==> src/rtl/pcie_egress_req_splitter.sv <==
// Splits one DMA read/write request into PCIe-legal TLP chunks (size limit and
// 4 KB boundary) and hands each chunk to the egress builder via enable/finished.
//
// state   | meaning
// --------+-----------------------------------------------------------------
// IDLE    | waiting for a request strobe; also retires zero-length requests
// CALC    | size the next chunk and load the egress command fields
// ISSUE   | o_eg_enable high, waiting for egress finished
// RELEASE | enable dropped, waiting for egress to clear finished
// NEXT    | advance address/remaining/tag, complete or loop back to CALC
module pcie_egress_req_splitter #(
    parameter logic [7:0] MRD_CMD  = 8'h20,
    parameter logic [7:0] MWR_CMD  = 8'h60,
    parameter int         NUM_TAGS = 32
) (
    input  logic        clk,
    input  logic        rst,
    input  logic        i_req_stb,
    input  logic        i_req_write,
    input  logic [63:0] i_req_address,
    input  logic [23:0] i_req_dword_total,
    input  logic [2:0]  i_max_payload_sel,
    input  logic [2:0]  i_max_read_sel,
    output logic        o_req_busy,
    output logic        o_req_done,
    output logic        o_eg_enable,
    input  logic        i_eg_finished,
    output logic [7:0]  o_eg_command,
    output logic [63:0] o_eg_address,
    output logic [9:0]  o_eg_dword_cnt,
    output logic [7:0]  o_eg_tag,
    output logic [15:0] o_chunk_count
);

    typedef enum logic [2:0] {
        IDLE,
        CALC,
        ISSUE,
        RELEASE,
        NEXT
    } state_t;

    state_t      state;
    logic        req_write;
    logic [63:0] cur_addr;
    logic [23:0] remaining;
    logic [2:0]  size_sel;
    logic [12:0] chunk_len;
    logic [7:0]  tag_cnt;

    logic [12:0] max_size;
    logic [12:0] bound_room;
    logic [12:0] rem_clip;
    logic [12:0] chunk_calc;
    logic [23:0] rem_next;

    always_comb begin
        case (size_sel)
            3'd0:    max_size = 13'd32;
            3'd1:    max_size = 13'd64;
            3'd2:    max_size = 13'd128;
            3'd3:    max_size = 13'd256;
            3'd4:    max_size = 13'd512;
            default: max_size = 13'd1024;
        endcase
    end

    // Clamp before narrowing so large remaining counts cannot alias to small chunks.
    always_comb begin
        bound_room = 13'd1024 - {3'b000, cur_addr[11:2]};
        rem_clip   = (remaining > 24'd1024) ? 13'd1024 : remaining[12:0];
        chunk_calc = rem_clip;
        if (max_size < chunk_calc) chunk_calc = max_size;
        if (bound_room < chunk_calc) chunk_calc = bound_room;
    end

    assign rem_next = remaining - {11'b0, chunk_len};

    always_ff @(posedge clk) begin
        if (rst) begin
            state          <= IDLE;
            req_write      <= 1'b0;
            cur_addr       <= 64'd0;
            remaining      <= 24'd0;
            size_sel       <= 3'd0;
            chunk_len      <= 13'd0;
            tag_cnt        <= 8'd0;
            o_req_busy     <= 1'b0;
            o_req_done     <= 1'b0;
            o_eg_enable    <= 1'b0;
            o_eg_command   <= 8'd0;
            o_eg_address   <= 64'd0;
            o_eg_dword_cnt <= 10'd0;
            o_eg_tag       <= 8'd0;
            o_chunk_count  <= 16'd0;
        end else begin
            o_req_done <= 1'b0;
            case (state)
                IDLE: begin
                    // Busy while still in IDLE means a zero-length request was just accepted.
                    if (o_req_busy) begin
                        o_req_busy <= 1'b0;
                        o_req_done <= 1'b1;
                    end else if (i_req_stb) begin
                        req_write     <= i_req_write;
                        cur_addr      <= i_req_address & ~64'd3;
                        remaining     <= i_req_dword_total;
                        size_sel      <= i_req_write ? i_max_payload_sel : i_max_read_sel;
                        o_chunk_count <= 16'd0;
                        o_req_busy    <= 1'b1;
                        if (i_req_dword_total != 24'd0) state <= CALC;
                    end
                end
                CALC: begin
                    chunk_len      <= chunk_calc;
                    o_eg_address   <= cur_addr;
                    o_eg_command   <= req_write ? MWR_CMD : MRD_CMD;
                    o_eg_dword_cnt <= chunk_calc[9:0];
                    o_eg_tag       <= req_write ? 8'd0 : tag_cnt;
                    o_eg_enable    <= 1'b1;
                    state          <= ISSUE;
                end
                ISSUE: begin
                    if (i_eg_finished) begin
                        o_eg_enable <= 1'b0;
                        state       <= RELEASE;
                    end
                end
                RELEASE: begin
                    if (!i_eg_finished) state <= NEXT;
                end
                NEXT: begin
                    cur_addr      <= cur_addr + {49'b0, chunk_len, 2'b00};
                    remaining     <= rem_next;
                    o_chunk_count <= o_chunk_count + 16'd1;
                    if (!req_write) begin
                        if (tag_cnt == 8'(NUM_TAGS - 1)) tag_cnt <= 8'd0;
                        else                             tag_cnt <= tag_cnt + 8'd1;
                    end
                    if (rem_next == 24'd0) begin
                        o_req_done <= 1'b1;
                        o_req_busy <= 1'b0;
                        state      <= IDLE;
                    end else begin
                        state <= CALC;
                    end
                end
                default: state <= IDLE;
            endcase
        end
    end

endmodule
==> config.mk <==
export PLATFORM = sky130hd
export DESIGN_NAME = pcie_egress_req_splitter
export DESIGN_NICKNAME = d
export VERILOG_FILES = /design/src/rtl/pcie_egress_req_splitter.sv
export SDC_FILE = /design/constraint.sdc
export NUM_CORES = 1
export LEC_CHECK = 0
export BUFFER_PORTS_ARGS = -buffer_cell sky130_fd_sc_hd__buf_2
export CORE_ASPECT_RATIO = 2
export CORE_MARGIN = 2
export CORE_UTILIZATION = 38
export DETAILED_ROUTE_END_ITERATION = 16
export PLACE_DENSITY = 0.64
export REMOVE_ABC_BUFFERS = 1
export SYNTH_ARGS = -nofsm -noshare
export SYNTH_HDL_FRONTEND = slang
export SYNTH_SLANG_ARGS = --single-unit
==> constraint.sdc <==
create_clock -name clk -period 10 [get_ports clk]
set_input_delay 0 -clock clk [delete_from_list [all_inputs] [get_ports clk]]
set_output_delay 0 -clock clk [all_outputs]
set_load 0.02 [all_outputs]
==> results of run 1 <==
## sequential cells by signal (all words and copies together), names as in the netlist, 4 cells and up
signal	cells
remaining	24
o_eg_dword_cnt	9
tag_cnt	8
o_eg_tag	8
o_eg_address	62
o_chunk_count	16
chunk_len	4
cur_addr	62
## cells by family after synthesis
kind of cell | count (synthesis) | share of synthesized area
xor gates and xnor gates | 61 | 0.0454
DFF | 205 | 0.349
and+or+nand+nor | 640 | 0.255
AOI/OAI and AO/OA | 433 | 0.236
muxes | 8 | 0.00691
adders and majority gates | 47 | 0.0513
other | 1 | 0.000319
buffers and inverters | 155 | 0.0565
## cell usage after synthesis (18+ instances only)
master and count:
a211oi_1 40, a21oi_1 158, and3_1 19, buf_4 19
clkbuf_1 88, dfxtp_1 205, ha_1 45, inv_1 33
nand2_1 255, nand3_1 39, nand4_1 18, nor2_1 140
nor3_1 45, nor4_1 33, o21ai_0 65, o22ai_1 18
xnor2_1 32, xor2_1 29
## per-layer routing
metal | wire, um | vias up
met5 | 0 | -
met4 | 857 | 0
met3 | 2280 | 51
met2 | 17600 | 429
met1 | 17000 | 5684
li1 | - | 6028
## path summary, 6_finish.rpt
check	endpoint	from	cells after the start	slack, ns
worst min register to register	o_eg_tag[5]$_SDFFE_PP0P_	o_eg_tag[5]$_SDFFE_PP0P_	2	0.45
worst max register to register	o_eg_dword_cnt[0]$_SDFFE_PP0P_	remaining[1]$_SDFFE_PP0P_	18	3.52
worst min-delay path	state[0]$_SDFFE_PP0P_	i_req_stb	5	0.23
worst max-delay path	o_eg_dword_cnt[0]$_SDFFE_PP0P_	remaining[1]$_SDFFE_PP0P_	18	3.52
## per-stage QoR
| stage | cells | hold slack, ns | total power (W) | worst slack, ns | util |
|---|---|---|---|---|---|
| 3_5_place_dp | 2020 | 0.231 | 0.00169 | 3.53 | 0.419 |
| 3_3_place_gp | 2020 | 0.235 | 0.00169 | 3.59 | 0.419 |
| 4_1_cts | 2152 | 0.214 | 0.00250 | 3.50 | 0.472 |
| 6_report | 2153 | 0.233 | 0.00248 | 3.52 | 0.472 |
| 2_1_floorplan | 1435 | 0.0691 | 0.00147 | 3.97 | - |
| 5_1_grt | 2153 | 0.263 | 0.00263 | 2.89 | 0.472 |
## area by class of cell
| type | count | area, sq um |
|---|---|---|
| diodes | 1 | 2.50 |
| clock buffers | 27 | 568 |
| clock inverters | 9 | 77.6 |
| fillers | 3034 | 16200 |
| inverters | 33 | 124 |
| multi-input cells | 1197 | 7040 |
| flip-flops and latches | 205 | 4110 |
| well taps | 372 | 465 |
| repair buffers | 309 | 2070 |
## critical path, cell delays in order (launching register included)
cell	delay [ns]
dfxtp_1	0.35
or4_1	0.56
or4_1	0.48
a21oi_1	0.80
nand2_1	0.13
ha_1	0.32
a2111oi_0	0.82
a21boi_0	0.23
buf_4	0.25
and3_1	0.20
a21oi_1	0.19
ha_1	0.28
a21o_1	0.16
a21o_1	0.17
a21o_1	0.17
a211oi_1	0.24
o31a_1	0.65
nand2_1	0.13
a311oi_1	0.27
## layout by cell type (no fill, tap or decap), drive strengths merged, types with 29 or more instances in the layout
master       instances
a211oi              40
a21oi              158
buf                213
dfxtp              205
dlygate4sd3         96
ha                  45
inv                 33
nand2              255
nand3               39
nor2               140
nor3                45
nor4                34
o21ai               69
xnor2               32
xor2                29
## repair_timing
| action | CTS | global route |
|---|---|---|
| endpoints found under the hold margin | 107 | 0 |
| hold buffers | 96 | 0 |
| buffers inserted | 0 | 0 |
| gates resized for setup | 0 | 0 |
## power by group through the flow
stage / Sequential [W] / Clock (W) / Combinational, W
4_1_cts: 0.000961 / 0.000790 / 0.000746
2_1_floorplan: 0.000975 / 0 / 0.000495
5_1_grt: 0.000975 / 0.000817 / 0.000838
3_3_place_gp: 0.000979 / 0 / 0.000710
3_5_place_dp: 0.000980 / 0 / 0.000712
6_report: 0.000963 / 0.000769 / 0.000751
==> metrics, run 1 <==
post-detailed-route wirelength per cell=17.5 um; portion of total power attributed to the clock network=0.310; setup repair after global routing missed its margin=no; internal power of the cells=0.00161 W; detailed-route via count=about 12000; number of pins exceeding their max-slew limit in the final report=0; post-synthesis cell area=~12000 sq um; leading area contributor after synthesis=dfxtp_1; Worst setup EP type=register; net switching power=0.000875 W; die outline area=32500 sq um; result of the run=completed; number of antenna-violating nets in the routed design=0; count of different cell masters after synthesis=76; Placement Cell Area=12800 sq um; share of synthesized area occupied by flip-flops and latches=0.349; endpoints failing hold=0; Longest Clk Path Bufs=3; placeable core region=about 30000 sq um; cell chosen for the clock root=clkbuf_16; share of flip-flops with an asynchronous set or reset after synthesis=0; largest fanout on the critical path=21; via count of the first global-routing pass=11529; Max-Slew Margin vs Limit=0.267; share of layout cells above drive strength 1=0.149; pin count of the biggest net entering global routing=75; category of the worst setup path launch point=register; post-detailed-placement half-perimeter wirelength=25500 um; net total in the final layout=1912; H-tree Lvls=1; grt met1 use=0.306; TNS Setup=0 ns; First-pass DRT Iterations=5; type of the most critical hold path=in2reg; # clock sinks=205; post-layout min period=6.48 ns; routing layer with the top usage in global route=met2; Cell Rows=91; maxcap violations=0; first-pass GRT wire length=~60000 um; number of design rule violations left after detail routing=0; area fraction of the dominant cell type after synthesis=0.349; worst clock skew=0.0119 ns; net switching share of the total power=0.353; Leakage Power=roughly 5.7 nW; Pwr per Cell Area=172 nW/um^2; # setup viols final=0; IR drop worst, VDD=0.000152 V; initial DRC count=approximately 830; actual slew at the worst max-slew pin=1.09 ns; DRT Wirelength=37700 um; synth-to-layout area growth=22.9%; global routing usage summed across all routing layers=0.228; final weighted congestion in routability-driven placement=0.918; data arrival time at the worst-slack endpoint=a little under 7 ns; Overflow after GRT=0; required time of the critical path=10.42 ns; CTS Buf Count=20; number of buffer cells added on primary ports=197; clock-pin transition on the worst setup and hold timing paths=0.07 ns; Area contributors post-synth=dfxtp_1, nand2_1, a21oi_1; warning count from the yosys run=0; Cells after Synth=1550; number of enable-type register cells in the synthesized netlist=0; Synth Flop Type=dfxtp_1; Synth Register Bits=205; Die Span X=128 um; effective utilization at floorplan=0.384; part of the total power dissipated in combinational logic=0.303; CTS tree=yes; post-route cell area=14500 sq um; Max Clock Freq=0.154 GHz; vias per cell=5.66; global-route met2 utilization=0.381; Die Span Y=253 um; IO Pins=208; number of antenna violations at the first check in global routing=1; fin crit share=0.648; clock network latency to the later pin of the worst-skew pair=between 0.5 and 0.6 ns; startpoint-to-endpoint class of the critical path=reg2reg; syn avg cell area=7.59 sq um; share of total power in sequential cells=0.388; GR Layer Usage met3=0.0279
No activity file was read; power rests on OpenSTA's default activity.
==> run 2, diff against run 1 <==
--- a/config.mk
+++ b/config.mk
@@ -5,12 +5,13 @@
 export SDC_FILE = /design/constraint.sdc
 export NUM_CORES = 1
 export LEC_CHECK = 0
+export ABC_AREA = 1
 export BUFFER_PORTS_ARGS = -buffer_cell sky130_fd_sc_hd__buf_2
 export CORE_ASPECT_RATIO = 2
 export CORE_MARGIN = 2
 export CORE_UTILIZATION = 38
 export DETAILED_ROUTE_END_ITERATION = 16
-export PLACE_DENSITY = 0.64
+export PLACE_DENSITY = 0.63
 export REMOVE_ABC_BUFFERS = 1
 export SYNTH_ARGS = -nofsm -noshare
 export SYNTH_HDL_FRONTEND = slang
==> constraint.sdc (replaced) <==
create_clock -name clk -period 6.3 [get_ports clk]
set_input_delay 0 -clock clk [delete_from_list [all_inputs] [get_ports clk]]
set_output_delay 0 -clock clk [all_outputs]
set_load 0.02 [all_outputs]
==> run 2 against run 1 <==
  * Worst hold slack got worse by 0.20 ns
  * Clock skew grew 0.016 ns
  * Sequential power grew 84%
  * Final area increased by 10%
  * Critical endpoint is now chunk_len[10]$_SDFFE_PP0P_
  * Largest power group is now combinational cells
  * Highest routed layer unchanged
==> metrics, run 2 <==
result of the run=completed; Crit path depth=24; maxcap violations=0; Cell Rows=96; via count of the first global-routing pass=around 15000; Worst setup EP type=register; highest routing layer actually used=met4; amount of wire on met3 after detailed routing=1650 um; Synth Register Bits=205; # clock sinks=205; placeable core region=34100 sq um; Worst Hold Path Cells=2; most common cell after layout, fill and taps aside=nand2_1; Leakage Power=6.68 nW; data arrival time at the worst-slack endpoint=5.15 ns; top cells by instance count after synthesis=nand2_1, nor2_1, a21oi_1, inv_1, dfxtp_1; Longest Clk Path Bufs=3; required time of the critical path=6.68 ns; portion of total power attributed to the clock network=0.202; pin count of the biggest net entering global routing=approximately 80; Pwr per Cell Area=between 400 and 500 nW/um^2; Regs by FF count=cur_addr x62, o_eg_address x62, remaining x24; met2 WL post-DR=roughly 28000 um; met1 wire length=around 17000 um; global routing usage summed across all routing layers=0.277; synth-to-layout area growth=21.9%; first-pass GRT wire length=between 70000 and 80000 um; detailed-route via count=about 15000; area used by sequential logic in the layout=4110 sq um; Die Span Y=roughly 270 um; standard cell with the maximum stage delay on the critical path=nand2_1; DRT Wirelength=50800 um; leading area contributor after synthesis=dfxtp_1; First-pass DRT Iterations=7; post-synthesis cell area=13100 sq um; number of design rule violations left after detail routing=0; TNS Setup=0 ns; CTS Buf Count=20; net switching share of the total power=0.479; initial DRC count=about 750; # setup viols final=0; endpoints failing hold=0; depth of the worst register-to-register path=24; vias per cell=5.30; H-tree Lvls=1; part of the total power dissipated in combinational logic=0.522; slack of the worst reg-to-reg path=1.53 ns; antenna diode count=0; syn avg cell area=6.25 sq um; actual slew at the worst max-slew pin=0.979 ns; final weighted congestion in routability-driven placement=0.980; Synth Flop Type=dfxtp_1; largest fanout on the critical path=16; effective utilization at floorplan=0.383; startpoint-to-endpoint class of the critical path=reg2reg; Placement Cell Area=about 14000 sq um; CP top delay family=simple AND/OR/NAND/NOR gates; type of the most critical hold path=in2reg; cell chosen for the clock root=clkbuf_16; Critical Path, Cell by Cell=nor2_1 > nand2_1 > nor2_1 > nand2_1 > nand2_2 > nand2_1 > ha_1 > nand2_1 > inv_1 > o21ai_0 > nand2_1 > o21bai_1 > nand2_1 > nand2_1 > nand2_1 > o21ai_0 > ha_1 > nand2_1 > nor3_1 > nand2_1 > nand2_1 > nand2_1 > nand3_1 > a21oi_1; post-detailed-placement half-perimeter wirelength=just under 40000 um; IO Pins=208; fin crit share=0.757; Multi-input gate area=7710 sq um; number of pins exceeding their max-slew limit in the final report=0; share of synthesized area occupied by flip-flops and latches=0.314; clock-pin transition on the worst setup and hold timing paths=0.07 ns; share of flip-flops with an asynchronous set or reset after synthesis=0; post-route cell area=about 16000 sq um; post-layout min period=4.77 ns; setup repair after global routing missed its margin=no; Area contributors post-synth=dfxtp_1, nand2_1, a21oi_1; Buffers & Inverters on Critical Path=1; number of antenna violations at the first check in global routing=0; share of total power in sequential cells=0.276; delay of the slowest cell on the worst path=0.42 ns; share of layout cells above drive strength 1=0.118; number of enable-type register cells in the synthesized netlist=0; IR drop worst, VDD=0.000185 V; Cells after Synth=2092; fill count=3633; die outline area=about 36000 sq um; worst clock skew=around 0.028 ns; area fraction of the dominant cell type after synthesis=0.314; category of the worst setup path launch point=register; Die Span X=135 um; number of antenna-violating nets in the routed design=0; count of different cell masters after synthesis=47; commonest cells after routing, fill and taps aside=nand2_1, nor2_1, a21oi_1; internal power of the cells=roughly 0.0033 W; cell occurring most often along the worst timing path=nand2_1; clock network latency to the later pin of the worst-skew pair=0.54 ns; count of buffers added by post-CTS timing repair for setup=0; net total in the final layout=2467; most common cell in the netlist=nand2_1; warning count from the yosys run=0; CTS tree=yes; Max Clock Freq=roughly 0.21 GHz; number of buffer cells added on primary ports=197; Overflow after GRT=0; Max-Slew Margin vs Limit=0.347; post-detailed-route wirelength per cell=18.3 um; net switching power=approximately 0.0031 W
-- run 2: stage by stage --
stage	cells	hold WS [ns]	util	setup slack, ns	total power (W)
finish	2775	0.0311	0.467	1.53	0.00642
global route	2775	0.0644	0.467	1.02	0.00691
CTS	2775	0.0406	0.467	1.57	0.00642
detailed placement	2646	0.301	0.419	1.61	0.00507
global placement	2646	0.280	0.419	1.62	0.00502
floorplan	1995	0.0691	-	0.173	0.00400
-- run 2: path summary, 6_finish.rpt --
path	startpoint	end
max reg2reg	remaining[18]$_SDFFE_PP0P_	chunk_len[10]$_SDFFE_PP0P_
max	remaining[18]$_SDFFE_PP0P_	chunk_len[10]$_SDFFE_PP0P_
min	rst	o_eg_tag[6]$_SDFFE_PP0P_
min reg2reg	o_eg_enable$_SDFFE_PP0P_	o_eg_enable$_SDFFE_PP0P_
-- run 2: what timing repair did --
action,in CTS,in global routing
hold buffers,94,0
gates resized for setup,0,0
hold endpoints to repair,92,0
-- run 2: power groups by stage --
stage	sequential [W]	clock, W	combinational (W)
floorplan	0.00184	0	0.00215
global placement	0.00179	0	0.00323
detailed placement	0.00179	0	0.00328
CTS	0.00177	0.00132	0.00333
global route	0.00180	0.00135	0.00375
finish	0.00177	0.00130	0.00335
-- run 2: cell type report --
type,count,area share
Timing Repair Buffer,304,0.127
Sequential cell,205,0.258
Clock inverter,5,0.00558
Tap cell,441,0.0347
Clock buffer,30,0.0382
Inverter,222,0.0523
Multi-Input combinational cell,1568,0.484
-- run 2: routing by layer --
layer	vias up	track usage
met1	6783	0.244
met3	180	0.0240
li1	7305	-
met5	-	0
met2	426	0.562
met4	0	0.201
-- run 2: cells by family after synthesis --
| kind of cell | after synthesis | share of synthesized area |
|---|---|---|
| AND/OR/NAND/NOR | 1076 | 0.347 |
| buffers and inverters | 326 | 0.0996 |
| XOR/XNOR | 34 | 0.0228 |
| adder cells (fa/ha/maj) | 47 | 0.0462 |
| AO/OA/AOI/OAI | 403 | 0.170 |
| other | 1 | 0.000287 |
| flip-flops | 205 | 0.314 |
-- run 2: worst register-to-register path, stage by stage (launching register included) --
cell,delay [ns]
dfxtp_1,0.34
nor2_1,0.20
nand2_1,0.10
nor2_1,0.31
nand2_1,0.17
nand2_2,0.19
nand2_1,0.10
ha_1,0.30
nand2_1,0.08
inv_1,0.04
o21ai_0,0.19
nand2_1,0.11
o21bai_1,0.17
nand2_1,0.06
nand2_1,0.27
nand2_1,0.14
o21ai_0,0.13
ha_1,0.33
nand2_1,0.10
nor3_1,0.28
nand2_1,0.33
nand2_1,0.42
nand2_1,0.10
nand3_1,0.10
a21oi_1,0.07
